==> src/rtl/adc_spi_pkg.sv <==
// Shared constants for the ADS131A0x SPI responder: frame geometry, command
// words, FSM encoding and the NULL-command status selection.
package adc_spi_pkg;

  localparam int unsigned WORD_BITS       = 16;
  localparam int unsigned WORDS_PER_FRAME = 2;
  localparam int unsigned FRAME_BITS      = WORD_BITS * WORDS_PER_FRAME;
  // Wide enough to hold the value FRAME_BITS itself.
  localparam int unsigned BIT_CNT_W       = $clog2(FRAME_BITS + 1);

  localparam logic [WORD_BITS-1:0] CMD_NULL   = 16'h0000;
  localparam logic [WORD_BITS-1:0] CMD_UNLOCK = 16'h0655;
  localparam logic [WORD_BITS-1:0] CMD_LOCK   = 16'h0555;

  localparam logic [1:0] ST_IDLE  = 2'd0;
  localparam logic [1:0] ST_SHIFT = 2'd1;
  localparam logic [1:0] ST_CLOSE = 2'd2;

  // Status word returned for a NULL command.
  function automatic logic [WORD_BITS-1:0] null_response(
    input logic                 ready,
    input logic                 unlocked,
    input logic [WORD_BITS-1:0] ready_word,
    input logic [WORD_BITS-1:0] unlocked_word
  );
    if (!ready) begin
      return '0;
    end
    return unlocked ? unlocked_word : ready_word;
  endfunction

endpackage

==> src/rtl/spi_input_sync.sv <==
// Brings the master's SCLK, CS_n and MOSI into the local clock domain and
// produces single-cycle edge strobes on the synchronized copies.
module spi_input_sync (
  input  logic synthesized_clock_4_167Mhz,
  input  logic reset_n,
  input  logic i_sclk,
  input  logic i_cs_n,
  input  logic i_mosi,
  output logic o_sclk_rise,
  output logic o_sclk_fall,
  output logic o_cs_fall,
  output logic o_cs_rise,
  output logic o_mosi
);

  // [0] metastability stage, [1] synchronized value, [2] previous value.
  logic [2:0] r_sclk;
  logic [2:0] r_cs;
  logic [1:0] r_mosi;

  // Synchronizer chains. CS resets to 0 so that leaving reset while the
  // master holds CS low cannot manufacture a CS fall; the spurious rise seen
  // when CS is really high lands in IDLE, where it is ignored.
  always_ff @(posedge synthesized_clock_4_167Mhz or negedge reset_n) begin
    if (!reset_n) begin
      r_sclk <= '0;
      r_cs   <= '0;
      r_mosi <= '0;
    end else begin
      r_sclk <= {r_sclk[1:0], i_sclk};
      r_cs   <= {r_cs[1:0], i_cs_n};
      r_mosi <= {r_mosi[0], i_mosi};
    end
  end

  assign o_sclk_rise = r_sclk[1] & ~r_sclk[2];
  assign o_sclk_fall = ~r_sclk[1] & r_sclk[2];
  assign o_cs_fall   = ~r_cs[1] & r_cs[2];
  assign o_cs_rise   = r_cs[1] & ~r_cs[2];
  // Same depth as the SCLK chain, so it lines up with the fall strobe.
  assign o_mosi      = r_mosi[1];

endmodule

==> src/rtl/adc_spi_responder.sv <==
// ADS131A0x SPI slave emulation: CPHA=1 frames of two 16-bit words, command
// decode with one-frame response latency, and an incrementing data word.
module adc_spi_responder
  import adc_spi_pkg::*;
#(
  parameter int unsigned          READY_DELAY   = 64,
  parameter logic [WORD_BITS-1:0] READY_WORD    = 16'hFF04,
  parameter logic [WORD_BITS-1:0] UNLOCKED_WORD = 16'h2200
) (
  input  logic                 synthesized_clock_4_167Mhz,
  input  logic                 reset_n,
  input  logic                 i_spi_sclk,
  input  logic                 i_spi_cs_n,
  input  logic                 i_spi_mosi,
  input  logic                 i_spi_reset_n,
  output logic                 o_spi_miso,
  output logic                 o_unlocked,
  output logic                 o_ready,
  output logic                 o_frame_done,
  output logic                 o_frame_error,
  output logic                 o_cmd_error,
  output logic [WORD_BITS-1:0] o_last_command,
  output logic [WORD_BITS-1:0] o_frame_count,
  output logic [1:0]           o_state
);

  localparam int unsigned          RDY_W    = $clog2(READY_DELAY + 1);
  localparam logic [RDY_W-1:0]     RDY_MAX  = RDY_W'(READY_DELAY);
  localparam logic [BIT_CNT_W-1:0] BITS_MAX = BIT_CNT_W'(FRAME_BITS);

  logic w_sclk_rise, w_sclk_fall, w_cs_fall, w_cs_rise, w_mosi;

  spi_input_sync u_sync (
    .synthesized_clock_4_167Mhz (synthesized_clock_4_167Mhz),
    .reset_n                    (reset_n),
    .i_sclk                     (i_spi_sclk),
    .i_cs_n                     (i_spi_cs_n),
    .i_mosi                     (i_spi_mosi),
    .o_sclk_rise                (w_sclk_rise),
    .o_sclk_fall                (w_sclk_fall),
    .o_cs_fall                  (w_cs_fall),
    .o_cs_rise                  (w_cs_rise),
    .o_mosi                     (w_mosi)
  );

  logic [1:0]            r_state,       w_state_nxt;
  logic [BIT_CNT_W-1:0]  r_bit_cnt,     w_bit_cnt_nxt;
  logic [BIT_CNT_W-1:0]  r_rx_cnt,      w_rx_cnt_nxt;
  logic [FRAME_BITS-1:0] r_tx,          w_tx_nxt;
  logic [FRAME_BITS-1:0] r_rx,          w_rx_nxt;
  logic                  r_miso,        w_miso_nxt;
  logic                  r_abort,       w_abort_nxt;
  logic [WORD_BITS-1:0]  r_response,    w_response_nxt;
  logic [WORD_BITS-1:0]  r_data_word,   w_data_word_nxt;
  logic                  r_unlocked,    w_unlocked_nxt;
  logic [RDY_W-1:0]      r_rdy_cnt,     w_rdy_cnt_nxt;
  logic                  r_frame_done,  w_frame_done_nxt;
  logic                  r_frame_error, w_frame_error_nxt;
  logic                  r_cmd_error,   w_cmd_error_nxt;
  logic [WORD_BITS-1:0]  r_last_cmd,    w_last_cmd_nxt;
  logic [WORD_BITS-1:0]  r_frame_count, w_frame_count_nxt;

  logic                 w_ready;
  logic [WORD_BITS-1:0] w_cmd;

  assign w_ready = (r_rdy_cnt == RDY_MAX);
  assign w_cmd   = r_rx[FRAME_BITS-1 -: WORD_BITS];

  // Next-state logic for the frame FSM, command decode and ready counter.
  always_comb begin
    w_state_nxt       = r_state;
    w_bit_cnt_nxt     = r_bit_cnt;
    w_rx_cnt_nxt      = r_rx_cnt;
    w_tx_nxt          = r_tx;
    w_rx_nxt          = r_rx;
    w_miso_nxt        = r_miso;
    w_abort_nxt       = r_abort;
    w_response_nxt    = r_response;
    w_data_word_nxt   = r_data_word;
    w_unlocked_nxt    = r_unlocked;
    w_last_cmd_nxt    = r_last_cmd;
    w_frame_count_nxt = r_frame_count;
    w_frame_done_nxt  = 1'b0;
    w_frame_error_nxt = 1'b0;
    w_cmd_error_nxt   = 1'b0;

    if (!i_spi_reset_n) begin
      w_rdy_cnt_nxt = '0;
    end else if (!w_ready) begin
      w_rdy_cnt_nxt = r_rdy_cnt + 1'b1;
    end else begin
      w_rdy_cnt_nxt = r_rdy_cnt;
    end

    case (r_state)
      ST_IDLE: begin
        // SCLK edges here are ignored, including one coinciding with CS fall.
        w_miso_nxt = 1'b0;
        if (w_cs_fall) begin
          w_state_nxt   = ST_SHIFT;
          w_tx_nxt      = {r_response, r_data_word};
          w_miso_nxt    = r_response[WORD_BITS-1];
          w_bit_cnt_nxt = '0;
          w_rx_cnt_nxt  = '0;
          w_abort_nxt   = ~i_spi_reset_n;
        end
      end
      ST_SHIFT: begin
        if (!i_spi_reset_n) begin
          w_abort_nxt = 1'b1;
        end
        if (w_cs_rise) begin
          w_state_nxt = ST_CLOSE;
        end else if (w_sclk_rise && (r_bit_cnt != BITS_MAX)) begin
          w_bit_cnt_nxt = r_bit_cnt + 1'b1;
          // The MSB is already on MISO from CS fall; the first rise keeps it
          // so the master's first falling-edge sample sees bit 31.
          if (r_bit_cnt != '0) begin
            w_tx_nxt   = {r_tx[FRAME_BITS-2:0], 1'b0};
            w_miso_nxt = r_tx[FRAME_BITS-2];
          end
        end else if (w_sclk_fall && (r_rx_cnt != BITS_MAX)) begin
          w_rx_nxt     = {r_rx[FRAME_BITS-2:0], w_mosi};
          w_rx_cnt_nxt = r_rx_cnt + 1'b1;
        end
      end
      ST_CLOSE: begin
        w_state_nxt = ST_IDLE;
        w_miso_nxt  = 1'b0;
        // Frames touched by spi_reset_n are dropped silently.
        if (!r_abort && i_spi_reset_n) begin
          if (r_bit_cnt == BITS_MAX) begin
            w_frame_done_nxt  = 1'b1;
            w_frame_count_nxt = r_frame_count + 1'b1;
            w_data_word_nxt   = r_data_word + 1'b1;
            w_last_cmd_nxt    = w_cmd;
            case (w_cmd)
              CMD_NULL: begin
                w_response_nxt = null_response(w_ready, r_unlocked, READY_WORD, UNLOCKED_WORD);
              end
              CMD_UNLOCK: begin
                w_response_nxt = CMD_UNLOCK;
                w_unlocked_nxt = 1'b1;
              end
              CMD_LOCK: begin
                w_response_nxt = CMD_LOCK;
                w_unlocked_nxt = 1'b0;
              end
              default: begin
                w_response_nxt  = '0;
                w_cmd_error_nxt = 1'b1;
              end
            endcase
          end else begin
            w_frame_error_nxt = 1'b1;
          end
        end
      end
      default: begin
        w_state_nxt = ST_IDLE;
        w_miso_nxt  = 1'b0;
      end
    endcase

    if (!i_spi_reset_n) begin
      w_response_nxt = '0;
      w_unlocked_nxt = 1'b0;
    end
  end

  // State and output registers.
  always_ff @(posedge synthesized_clock_4_167Mhz or negedge reset_n) begin
    if (!reset_n) begin
      r_state       <= ST_IDLE;
      r_bit_cnt     <= '0;
      r_rx_cnt      <= '0;
      r_tx          <= '0;
      r_rx          <= '0;
      r_miso        <= 1'b0;
      r_abort       <= 1'b0;
      r_response    <= '0;
      r_data_word   <= '0;
      r_unlocked    <= 1'b0;
      r_rdy_cnt     <= '0;
      r_frame_done  <= 1'b0;
      r_frame_error <= 1'b0;
      r_cmd_error   <= 1'b0;
      r_last_cmd    <= '0;
      r_frame_count <= '0;
    end else begin
      r_state       <= w_state_nxt;
      r_bit_cnt     <= w_bit_cnt_nxt;
      r_rx_cnt      <= w_rx_cnt_nxt;
      r_tx          <= w_tx_nxt;
      r_rx          <= w_rx_nxt;
      r_miso        <= w_miso_nxt;
      r_abort       <= w_abort_nxt;
      r_response    <= w_response_nxt;
      r_data_word   <= w_data_word_nxt;
      r_unlocked    <= w_unlocked_nxt;
      r_rdy_cnt     <= w_rdy_cnt_nxt;
      r_frame_done  <= w_frame_done_nxt;
      r_frame_error <= w_frame_error_nxt;
      r_cmd_error   <= w_cmd_error_nxt;
      r_last_cmd    <= w_last_cmd_nxt;
      r_frame_count <= w_frame_count_nxt;
    end
  end

  assign o_spi_miso     = r_miso;
  assign o_unlocked     = r_unlocked;
  assign o_ready        = w_ready;
  assign o_frame_done   = r_frame_done;
  assign o_frame_error  = r_frame_error;
  assign o_cmd_error    = r_cmd_error;
  assign o_last_command = r_last_cmd;
  assign o_frame_count  = r_frame_count;
  assign o_state        = r_state;

endmodule

==> config.mk <==
export PLATFORM = sky130hd
export DESIGN_NAME = adc_spi_responder
export DESIGN_NICKNAME = d
export VERILOG_FILES = /design/src/rtl/adc_spi_pkg.sv /design/src/rtl/spi_input_sync.sv /design/src/rtl/adc_spi_responder.sv
export SDC_FILE = /design/constraint.sdc
export NUM_CORES = 1
export LEC_CHECK = 0
export ABC_AREA = 1
export BUFFER_PORTS_ARGS = -buffer_cell sky130_fd_sc_hd__buf_2
export CAP_MARGIN = 5
export CELL_PAD_IN_SITES_DETAIL_PLACEMENT = 0
export CELL_PAD_IN_SITES_GLOBAL_PLACEMENT = 1
export CORE_AREA = 2 2 95 166
export CTS_CLUSTER_SIZE = 40
export DETAILED_ROUTE_END_ITERATION = 7
export DIE_AREA = 0 0 97 168
export PLACE_DENSITY_LB_ADDON = 0.05
export RECOVER_POWER = 25
export SLEW_MARGIN = 20
export SYNTH_ARGS = -nofsm -noshare
export SYNTH_HDL_FRONTEND = slang
export SYNTH_SLANG_ARGS = --single-unit
export TNS_END_PERCENT = 20
==> constraint.sdc <==
create_clock -name synthesized_clock_4_167Mhz -period 3.3 [get_ports synthesized_clock_4_167Mhz]
set_clock_uncertainty 0.1 [all_clocks]
set_input_delay 0.66 -clock synthesized_clock_4_167Mhz [delete_from_list [all_inputs] [get_ports synthesized_clock_4_167Mhz]]
set_output_delay 0.66 -clock synthesized_clock_4_167Mhz [all_outputs]
set_load 0.01 [all_outputs]
==> metrics, run 1 <==
largest net degree at the start of global routing=72; LEAKAGE=between 4 and 5 nW; CP max stage delay=approximately 0.40 ns; Critical Path RT=about 2.5 ns; switching share of power=between 30% and 40%; final-report setup violation count=0; # Post-CTS Setup Buffers=0; Core Box Area=around 15000 µm²; Synth Cell Area=roughly 7000 µm²; RSZ-0062 raised after global routing=no; CTS Sinks=approximately 150; final net count=between 900 and 1000; worst min path class=in -> reg; failing checks=capacitance limit, slew limit; # resized after CTS=0; hpwl dp=roughly 11000 µm; cell family with most CP delay=buffers and inverters; CP most frequent cell=inv_1; TNS Setup=0 ns; status=finished, violations left; Post-Syn Area per Cell=between 7 and 8 µm²; fin crit period=approximately 2.3 ns; sequential share of power=approximately 45%; Antenna Cells=0; RD Place Congestion=between 0.8 and 0.9; first-pass GRT wire length=27900 µm; most instantiated library cell after synthesis=nand2_1; Tcrit/Tclk final=a little under three quarters; top cell type's share of synthesized area=between 50% and 60%; Worst Path Max Fanout=5; Root Driver=clkbuf_16; Initial Util=a little under half; layout cells sized above 1=11.3%; grt total ovfl=0; wire per inst=14.0 µm; Vias/cell=slightly above 5; Clk pin slew, worst setup/hold paths=0.07 ns; Slowest-stage cell, CP=dfrtp_1; Core Util, Final=54.1%; Hold Violations, Final=0; Post-synth EDFFs=0; H-tree depth=4; vias post-DR=between 5000 and 6000; Peak VDD IR=approximately 330 µV; Most used DFF post-synth=dfrtp_1; Ports=46; pwr/cell area=between 500 and 600 nW/µm²; Critical Path Sink Type=output port; clock tree buffer depth=2; CTS Buf Count=17; top cells by count, synth=nand2_1 (360), dfrtp_1 (152), nor2_1 (67), inv_1 (66), o21ai_0 (53); routed wire length=between 15000 and 20000 µm; post-synth top area cell=dfrtp_1; Seq/Total Area, Yosys=between 50% and 60%; vias in the first global route=between 5000 and 6000; met1 wire length=between 7000 and 8000 µm; switching power=1.40 mW; Worst path depth=5; Startpoint Class=flop; die width=between 90 and 100 µm; FMAX=0.426 GHz; Mapped Cells=904; Routed met3 length=291 µm; hold depth=1; Worst-Skew Late Latency=0.41 ns; power after layout=4.64 mW; unique cell type count in the Yosys netlist=27; Yosys reg bits=between 150 and 200; dpl cell area=around 7600 µm²; Final WS setup=0.955 ns; R2R Setup Slk=1.16 ns; crit path kind=reg -> out; drt initial violations=331; CTS tree=done; # DRC=0; CP Cell Sequence=inv_1 -> ha_1 -> nand4_1 -> inv_1 -> buf_2; synth warn=0; WP buf/inv=3; IO buf count=45; Reg2Reg Depth=8; cts hold-fix bufs=0; design area=just over 8000 µm²; Antenna Nets Post-Route=0; Post-Place Setup Slack=1.08 ns; Clock power frac=a little over two fifths; FFs w/ async S/R, synth=100%; GRT Util Overall=20.7%; syn_nets=slightly above 900; synth top area cells=dfrtp_1 (53%), nand2_1 (19%), o21ai_0 (3.7%), nand4_1 (3.7%), nor2_1 (3.5%); die footprint=roughly 16000 µm²; crit path DAT=between 1.5 and 2 ns; Fill cells=roughly 1400; row count=60; max cap viols=1; combinational share of power=a little over an eighth; Pint=3.24 mW; Slew Limit Fails=70; Area Growth Syn to Fin=13.5%; chip height=approximately 170 µm; drt first pass iters=5; Rel. slew slack=-28.0%; top routing layer used=met4; Met2 Wirelength=around 8300 µm; initial antenna violation count=0; Least-Margin Pin Slew=1.92 ns
## metal layers
| layer | global-route usage [%] | vias up |
|---|---|---|
| li1 | - | 2966 |
| met1 | 26.2 | 2743 |
| met2 | 36.5 | 58 |
| met3 | 3.07 | 14 |
| met4 | 6.74 | 0 |
| met5 | 0 | - |
## power groups by stage
stage | combinational [mW] | sequential [mW] | clock [mW]
final | 0.634 | 2.07 | 1.93
after global routing | 0.727 | 2.09 | 2.06
after CTS | 0.646 | 2.07 | 1.98
after detailed placement | 0.645 | 2.10 | 0
after global placement | 0.634 | 2.10 | 0
after floorplan | 0.469 | 2.09 | 0
## sequential cells by signal (all words and copies together) (netlist names), 3 cells and up
register        flops
r_rx_cnt            6
o_frame_count      16
r_rdy_cnt           7
u_sync.r_sclk       3
o_last_command     16
r_rx               32
r_tx               31
r_bit_cnt           6
r_data_word        16
r_response          6
u_sync.r_cs         3
## cell type report
cell class                 count  area, µm²  share of cell area [%]
timing repair buffer          55        325                    3.98
inverter                      72        270                    3.31
clock inverter                15        155                    1.90
sequential                   152       3800                    46.6
clock buffer                  17        425                    5.21
tap                          186        233                    2.85
multi-input combinational    647       2960                    36.2
## path summary, 6_finish.rpt
path / from / end
worst max-delay path: r_rdy_cnt[0]$_DFFE_PN0P_ / o_ready
worst min-delay path: i_spi_mosi / u_sync.r_mosi[0]$_DFF_PN0_
worst min register to register: u_sync.r_cs[0]$_DFF_PN0_ / u_sync.r_cs[1]$_DFF_PN0_
min in group asynchronous: reset_n / u_sync.r_sclk[2]$_DFF_PN0_
worst max register to register: r_bit_cnt[0]$_DFFE_PN0P_ / o_frame_count[9]$_DFFE_PN0P_
max in group asynchronous: reset_n / r_rx[14]$_DFFE_PN0P_
## placed cells by master (no fill, tap or decap), types with 10 or more instances in the layout
cell type  instances
buf_2             44
clkbuf_16         17
dfrtp_1          152
inv_1             66
nand2_1          360
nand3_1           40
nand4_1           42
nor2_1            67
o21ai_0           53
o21ai_1           22
xnor2_1           10
xor2_1            12
## stage by stage
stage                     hold WS [ns]  instances
after floorplan                  0.231        904
after global placement           0.233       1112
after detailed placement         0.237       1112
after CTS                        0.189       1144
after global routing             0.220       1144
final                            0.244       1144
## logic make-up after synthesis
family	synth area share [%]
flops	52.9
xor+xnor	2.68
buf+inv	6.19
simple gates	31.0
fa+ha+maj	1.39
compound gates	5.89
Note: power is estimated with default switching activity, not from simulation.
==> run 2: changes to the inputs <==
--- a/config.mk
+++ b/config.mk
@@ -10,10 +10,10 @@
 export CAP_MARGIN = 5
 export CELL_PAD_IN_SITES_DETAIL_PLACEMENT = 0
 export CELL_PAD_IN_SITES_GLOBAL_PLACEMENT = 1
-export CORE_AREA = 2 2 95 166
+export CORE_AREA = 2 2 104 181
 export CTS_CLUSTER_SIZE = 40
 export DETAILED_ROUTE_END_ITERATION = 7
-export DIE_AREA = 0 0 97 168
+export DIE_AREA = 0 0 106 183
 export PLACE_DENSITY_LB_ADDON = 0.05
 export RECOVER_POWER = 25
 export SLEW_MARGIN = 20
==> constraint.sdc (replaced) <==
create_clock -name synthesized_clock_4_167Mhz -period 2.1 [get_ports synthesized_clock_4_167Mhz]
set_clock_uncertainty 0.1 [all_clocks]
set_input_delay 0.42 -clock synthesized_clock_4_167Mhz [delete_from_list [all_inputs] [get_ports synthesized_clock_4_167Mhz]]
set_output_delay 0.42 -clock synthesized_clock_4_167Mhz [all_outputs]
set_load 0.01 [all_outputs]
==> run 2 against run 1 <==
  * The flow now finishes without violations
  * Via count up 2.0%
  * Sequential share of layout area down 1.7 points
  * Flip-flop and latch count unchanged
  * Register-to-register slack got worse by 0.87 ns
  * Cell count grew 5.2%
  * Critical path type unchanged
  * Largest cell class unchanged
  * Largest power group is now the clock network
==> metrics, run 2 (synthesized netlist as in run 1, its figures left out) <==
CP Cell Sequence=inv_1 -> ha_1 -> nand4_1 -> inv_2 -> buf_2; CP max stage delay=roughly 0.4 ns; Fill cells=between 1500 and 2000; Slew Limit Fails=0; FMAX=0.509 GHz; grt total ovfl=0; Ports=46; die footprint=approximately 19000 µm²; Clk pin slew, worst setup/hold paths=around 0.06 ns; final-report setup violation count=0; layout cells sized above 1=approximately an eighth; crit path DAT=1.44 ns; RSZ-0062 raised after global routing=no; Least-Margin Pin Slew=about 1.4 ns; Routed met3 length=about 370 µm; R2R Setup Slk=0.29 ns; Antenna Nets Post-Route=0; clock tree buffer depth=2; # DRC=0; Slowest-stage cell, CP=dfrtp_1; drt first pass iters=5; IO buf count=45; RD Place Congestion=~0.81; TNS Setup=0 ns; Regs by FF count=r_rx x32, r_tx x31; met1 wire length=approximately 7500 µm; crit path kind=reg -> out; worst min path class=in -> reg; fin crit period=~2.0 ns; Rel. slew slack=roughly a tenth; Core Box Area=18000 µm²; first-pass GRT wire length=roughly 29000 µm; max cap viols=0; status=finished, final reports clean; initial antenna violation count=0; chip height=between 150 and 200 µm; Critical Path RT=about 1.6 ns; die width=between 100 and 150 µm; Startpoint Class=flop; max reg flops=32; drt initial violations=339; LEAKAGE=4.25 nW; commonest non-fill, non-tap cell in the layout=nand2_1; Worst-Skew Late Latency=~0.42 ns; Tcrit/Tclk final=between 90% and 100%; GRT Util Overall=between 10% and 20%; CTS Sinks=around 150; Largest Register=r_rx; Area Growth Syn to Fin=17.9%; vias post-DR=around 5900; WP buf/inv=3; Antenna Cells=0; Initial Util=40.0%; pwr/cell area=about 920 nW/µm²; row count=65; cell family with most CP delay=flip-flops; Worst Path Max Fanout=5; Core Util, Final=around 47%; Peak VDD IR=about 600 µV; Hold Violations, Final=0; CTS tree=done; vias in the first global route=approximately 5900; Met2 Wirelength=roughly 8500 µm; largest net degree at the start of global routing=between 40 and 50; CTS Buf Count=17; final net count=roughly 970; Root Driver=clkbuf_16; hpwl dp=11500 µm; top routing layer used=met4; most frequent cells in the layout=nand2_1 (360), dfrtp_1 (152), nor2_1 (67); Critical Path Sink Type=output port; routed wire length=16600 µm; H-tree depth=4; Vias/cell=just under 5; wire per inst=~14 µm
[run 2: changes by cell type in the layout (fill, tap and decap cells not counted), moves of 2 or more]
cell           before  now
buf_12              2    8
buf_4               8   10
bufinv_16           1    6
dlygate4sd3_1       0    4
inv_6               7    0
inv_8               3    0
[run 2: worst paths after layout]
check	end	start	depth (start not counted)
max	o_ready	r_rdy_cnt[0]$_DFFE_PN0P_	5
min	r_rdy_cnt[6]$_DFFE_PN0P_	i_spi_reset_n	3
max reg2reg	r_tx[4]$_DFFE_PN0P_	r_bit_cnt[0]$_DFFE_PN0P_	9
min reg2reg	u_sync.r_mosi[1]$_DFF_PN0_	u_sync.r_mosi[0]$_DFF_PN0_	0
max in group asynchronous	o_spi_miso$_DFFE_PN0P_	reset_n	3
min in group asynchronous	r_rx_cnt[1]$_DFFE_PN0P_	reset_n	2
[run 2: worst register-to-register path: cells and delay by family (launching register included)]
kind	cells	cell delay, ns
buf+inv	2	0.27
fa+ha+maj	1	0.23
flops	1	0.41
simple gates	6	0.68
[run 2: through the flow]
stage / instances / hold WS (ns) / setup WS (ns) / power [mW] / instance area, µm²
floorplan: 904 / 0.0244 / 0.509 / 4.02 / 7200
global placement: 1168 / 0.235 / 0.355 / 4.37 / 7790
detailed placement: 1168 / 0.236 / 0.273 / 4.41 / 7790
CTS: 1203 / 0.219 / 0.109 / 7.89 / 8490
global route: 1203 / 0.245 / 0.00789 / 8.18 / 8480
finish: 1203 / 0.237 / 0.137 / 7.77 / 8480
[run 2: timing repair]
| item | 4_1_cts | 5_1_grt |
|---|---|---|
| endpoints found under the setup margin | 1 | 0 |
| hold buffers | 4 | 0 |
| gates resized for setup | 1 | 0 |
| setup buffers | 1 | 0 |
| hold endpoints to repair | 42 | 0 |
[run 2: layer usage]
metal  vias up  GRT usage (%)
met4         0           6.74
met2        82           31.9
met3        14           3.80
met5         -              0
li1       2973              -
met1      2826           23.5
[run 2: where the power goes]
part	switching, mW	internal, mW
logic	0.739	0.344
registers	0.139	3.12
clock network	1.21	2.22
[run 2: area by class of cell]
cell class / count / area, µm² / area share (%)
clock buffer: 18 / 429 / 5.06
clock inverter: 12 / 226 / 2.67
tap: 234 / 293 / 3.45
timing repair buffer: 68 / 505 / 5.96
inverter: 72 / 270 / 3.19
multi-input combinational: 647 / 2960 / 34.8
sequential: 152 / 3800 / 44.8
